===== src/rtl/truth_table_sweeper.sv =====
// truth_table_sweeper
//   Drives all 16 minterms of a 4-input logic function onto switches A..D,
//   waits SETTLE cycles after each change, samples the response and builds
//   the captured truth table while counting disagreements with a golden table.
//
// Parameters
//   SETTLE        wait cycles after each stimulus change before sampling (0..15)
// Ports
//   clk           rising-edge clock
//   reset         asynchronous, active-high reset
//   start         request a full sweep (only honoured when idle)
//   expected      golden truth table, bit m = F(m)
//   f_in          response of the logic under test
//   abcd          stimulus {A,B,C,D}; minterm index m = abcd
//   busy          high while a sweep is running
//   done          one-cycle pulse when the sweep completes
//   table_out     captured truth table, bit m = f_in sampled at minterm m
//   mismatch_cnt  number of minterms where f_in differed from expected
//   pass          high when the completed sweep had no mismatches
module truth_table_sweeper #(
  parameter int unsigned SETTLE = 2
) (
  input  logic        clk,
  input  logic        reset,
  input  logic        start,
  input  logic [15:0] expected,
  input  logic        f_in,
  output logic [3:0]  abcd,
  output logic        busy,
  output logic        done,
  output logic [15:0] table_out,
  output logic [4:0]  mismatch_cnt,
  output logic        pass
);

  localparam logic [3:0] SETTLE_L = 4'(SETTLE);

  typedef enum logic [1:0] {
    IDLE = 2'd0,
    RUN  = 2'd1,
    DONE = 2'd2
  } state_t;

  state_t      state_q,  state_d;
  logic [3:0]  abcd_q,   abcd_d;
  logic [3:0]  settle_q, settle_d;
  logic [15:0] exp_q,    exp_d;
  logic [15:0] table_q,  table_d;
  logic [4:0]  cnt_q,    cnt_d;
  logic        pass_q,   pass_d;
  logic        busy_q,   busy_d;
  logic        done_q,   done_d;

  logic [4:0]  cnt_next;

  always_comb begin
    state_d  = state_q;
    abcd_d   = abcd_q;
    settle_d = settle_q;
    exp_d    = exp_q;
    table_d  = table_q;
    cnt_d    = cnt_q;
    pass_d   = pass_q;
    busy_d   = busy_q;
    done_d   = 1'b0;
    cnt_next = cnt_q;

    case (state_q)
      IDLE: begin
        if (start) begin
          exp_d    = expected;
          table_d  = '0;
          cnt_d    = '0;
          pass_d   = 1'b0;
          abcd_d   = '0;
          settle_d = SETTLE_L;
          busy_d   = 1'b1;
          state_d  = RUN;
        end
      end

      RUN: begin
        if (settle_q != 4'd0) begin
          settle_d = settle_q - 4'd1;
        end else begin
          table_d[abcd_q] = f_in;
          if (f_in != exp_q[abcd_q]) begin
            cnt_next = cnt_q + 5'd1;
          end
          cnt_d = cnt_next;
          if (abcd_q == 4'hF) begin
            // pass uses the count including this final sample so it is
            // already valid in the cycle done is high
            pass_d  = (cnt_next == 5'd0);
            busy_d  = 1'b0;
            done_d  = 1'b1;
            state_d = DONE;
          end else begin
            abcd_d   = abcd_q + 4'd1;
            settle_d = SETTLE_L;
          end
        end
      end

      DONE: begin
        abcd_d  = '0;
        state_d = IDLE;
      end

      default: begin
        state_d = IDLE;
        busy_d  = 1'b0;
        abcd_d  = '0;
      end
    endcase
  end

  always_ff @(posedge clk or posedge reset) begin
    if (reset) begin
      state_q  <= IDLE;
      abcd_q   <= '0;
      settle_q <= '0;
      exp_q    <= '0;
      table_q  <= '0;
      cnt_q    <= '0;
      pass_q   <= 1'b0;
      busy_q   <= 1'b0;
      done_q   <= 1'b0;
    end else begin
      state_q  <= state_d;
      abcd_q   <= abcd_d;
      settle_q <= settle_d;
      exp_q    <= exp_d;
      table_q  <= table_d;
      cnt_q    <= cnt_d;
      pass_q   <= pass_d;
      busy_q   <= busy_d;
      done_q   <= done_d;
    end
  end

  assign abcd         = abcd_q;
  assign busy         = busy_q;
  assign done         = done_q;
  assign table_out    = table_q;
  assign mismatch_cnt = cnt_q;
  assign pass         = pass_q;

endmodule


===== config.mk =====
export PLATFORM = sky130hd
export DESIGN_NAME = truth_table_sweeper
export DESIGN_NICKNAME = d
export VERILOG_FILES = /design/src/rtl/truth_table_sweeper.sv
export SDC_FILE = /design/constraint.sdc
export NUM_CORES = 1
export LEC_CHECK = 0
export CORE_MARGIN = 1
export CORE_UTILIZATION = 52
export DETAILED_ROUTE_END_ITERATION = 10
export GPL_TIMING_DRIVEN = 1
export PLACE_DENSITY = 0.8
export SKIP_LAST_GASP = 1
export SYNTH_ARGS = -nofsm -noshare
export SYNTH_HDL_FRONTEND = slang
export SYNTH_SLANG_ARGS = --single-unit

===== constraint.sdc =====
create_clock -name clk -period 3 [get_ports clk]
set_input_delay 0.45 -clock clk [delete_from_list [all_inputs] [get_ports clk]]
set_output_delay 0.45 -clock clk [all_outputs]
set_load 0.02 [all_outputs]

==> impl_metrics.csv <==
group,metric,value,unit
synth,synth_ff_type,"dfrtp_1",
clock_network,ctsResizeCount,0,
clock_network,h-tree-depth,2,
drt,ant_nets,0,
synth,synth_edf_count,0,
power,leakage,0.00140,µW
synth,async_flop_share,100,%
final_layout,fin_util,70.1,%
final_layout,multi_input_area,1210,µm²
timing,fin_setup_tns,0,ns
final_layout,fin_nets,305,
drt,vias,1945,
final_layout,post_route_cells_drive_above_1_share,13.6,%
clock_network,cts_buffer_depth,2,
timing,maxSlewHeadroom,61.6,%
timing,rsz0062_at_grt,"no",
worst_setup_path,r2r_start,"abcd[0]$_DFFE_PP0P_",
final_layout,layout.area.seq,1250,µm²
synth,yosys_warnings,0,
grt,grt_max_degree,24,
worst_setup_path,reg2reg_slack,0.26,ns
die,fp-row-count,24,
clock_network,ctsHoldBuffers,0,
grt,grt_overflow_total,0,
power,ir_drop,0.000395,V
clock_network,clkTransAtPathRegs,0.10,ns
clock_network,cts-root-buf,"clkbuf_8",
final_layout,areaGrowthSynthToFinish,25.0,%
grt,antenna_found_initial,0,
timing,max_freq,365,MHz
timing,fin_skew,0.0106,ns
die,fp.dieW,71.7,µm
job,max_cap_violations,0,
synth,synth_cell_type_count,38,
timing,drv_slew,0,
final_layout,fin_area,3160,µm²
timing,post-route-min-period,2.74,ns
drt,drt_iter0_drc,166,
grt,track_usage,23.9,%
clock_network,clk_latency,0.31,ns
synth,synth_most_common_cell,"dfrtp_1",
synth,synthCells,227,
placed_design,place.gp.congestion,0.864,
worst_setup_path,end_kind,"flip-flop",
worst_setup_path,cp_max_fo,11,
drt,viasPerCell,5.88,
drt,dr.pass1.iters,4,
die,start_util,56.1,%
run_status,status,"complete, no violations",
power,total_power,2590,µW
timing,worst_slew_pin_slew,0.577,ns
worst_setup_path,crit_arrival,2.98,ns
clock_network,cts_sinks,50,
synth,synthTopCellsByArea,"dfrtp_1 (50%), mux2_2 (7.6%), o21ai_0 (6.3%)",
timing,fin_crit_sh,91.4,%
final_layout,n_antenna_cell,0,
placed_design,dpl_cell_area,3060,µm²
power,power_density,819,nW/µm²
synth,synth-seq-cells,50,
worst_setup_path,path_class,"reg2reg",
synth,synth_fp_nets,254,
synth,syn-cell-area,2520,µm²
clock_network,post_cts_buffers,0,
drt,drc,0,
worst_hold_path,min_path_type,"in2async",
die,dieArea,5140,µm²
placed_design,place.port_buffers,47,
synth,ys_seq_area_share,49.6,%
synth,yosys.area.top_type,"dfrtp_1",
grt,grt_pass1_vias,1939,
clock_network,cts_tree,"built",
worst_setup_path,cp-start-kind,"flip-flop",
drt,wl,5470,µm
grt,grt_pass1_wl,9430,µm
synth,synth_top_area_share,49.6,%
timing,finalHoldViolations,0,
synth,avgSynthCellArea,11.1,µm²
final_layout,fill_cells,335,
placed_design,hpwl,3920,µm
clock_network,cts_buffers,5,
worst_setup_path,reg2regPathDepth,5,
synth,synth_common_cells,"dfrtp_1 (50), o21ai_0 (32), mux2_2 (17), nand2_1 (17), a21boi_0 (15)",
die,core,4500,µm²
worst_setup_path,worstPathRequired,3.23,ns
drt,wire_per_inst,16.5,µm
timing,finalSetupViolations,0,
die,io_pins,48,
die,die_h,71.7,µm
worst_setup_path,worstReg2RegEnd,"mismatch_cnt[3]$_DFFE_PP0P_",
[worst max-delay path by stage]
| stage | start | to | slack [ns] | cells past startpoint |
|---|---|---|---|---|
| finish | abcd[0]$_DFFE_PP0P_ | mismatch_cnt[3]$_DFFE_PP0P_ | 0.26 | 5 |
| global route | abcd[0]$_DFFE_PP0P_ | mismatch_cnt[3]$_DFFE_PP0P_ | 0.14 | 5 |
| CTS | abcd[0]$_DFFE_PP0P_ | mismatch_cnt[3]$_DFFE_PP0P_ | 0.24 | 5 |
| detailed placement | abcd[0]$_DFFE_PP0P_ | mismatch_cnt[3]$_DFFE_PP0P_ | 0.30 | 5 |
| global placement | abcd[0]$_DFFE_PP0P_ | mismatch_cnt[4]$_DFFE_PP0P_ | 0.37 | 5 |
| floorplan | abcd[0]$_DFFE_PP0P_ | mismatch_cnt[3]$_DFFE_PP0P_ | 0.35 | 6 |
[cell type report]
class | instances | share of cell area (%)
clock buffer | 7 | 2.74
clock inverter | 1 | 0.159
inverter | 7 | 0.833
multi-input combinational | 161 | 38.2
sequential | 50 | 39.7
tap | 52 | 2.06
timing repair buffer | 53 | 16.3
[worst max-delay path, cell delays in order (launching register included)]
cell     delay (ns)
dfrtp_1        0.58
mux4_1         0.61
mux4_2         0.54
xnor2_4        0.19
or4_2          0.64
nand3_1        0.12
[flip-flops by register name (all words and copies together) (netlist names)]
signal and cells:
exp_q 16, table_out 16, mismatch_cnt 5, abcd 4
settle_q 4, state_q 2, busy 1, done 1
pass 1
[layer usage]
metal	global-route usage, %	vias to the layer above	part of all wire, %
li1	-	922	-
met1	32.4	948	45
met2	38.2	63	49
met3	5.49	12	4.7
met4	8.50	0	1.6
met5	0	-	0
[report_power, final]
| part | leakage, µW | internal, µW | switching [µW] |
|---|---|---|---|
| Sequential | 0.000651 | 841 | 202 |
| Combinational | 0.000698 | 544 | 590 |
| Clock | 0.0000482 | 187 | 222 |
[per-stage QoR]
step	instances	worst slack, ns	hold WS (ns)
2_1_floorplan	227	0.346	0.472
3_3_place_gp	323	0.366	0.486
3_5_place_dp	323	0.300	0.492
4_1_cts	331	0.240	0.449
5_1_grt	331	0.141	0.479
6_report	331	0.257	0.434
[logic make-up (layout without fill, tap and decap cells)]
| group | count (synthesis) | count (layout) | synth area share (%) |
|---|---|---|---|
| adders and majority gates | 7 | 7 | 3.47 |
| buffers and inverters | 16 | 68 | 2.68 |
| muxes | 24 | 24 | 13.4 |
| and+or+nand+nor | 62 | 62 | 12.6 |
| xor gates and xnor gates | 6 | 6 | 2.82 |
| DFF | 50 | 50 | 49.6 |
| AOI/OAI and AO/OA | 62 | 62 | 15.5 |
[layout by cell type, fill, tap and decap left out, drive strengths merged, types with 5 or more instances in the layout]
cell           count
clkbuf             7
buf                6
mux4               5
nor2              11
a21boi            15
ha                 7
o21ai             32
nand2             17
inv                7
nand3              7
mux2              17
clkdlybuf4s50     47
dfrtp             50
(Power assumes the default switching activity.)
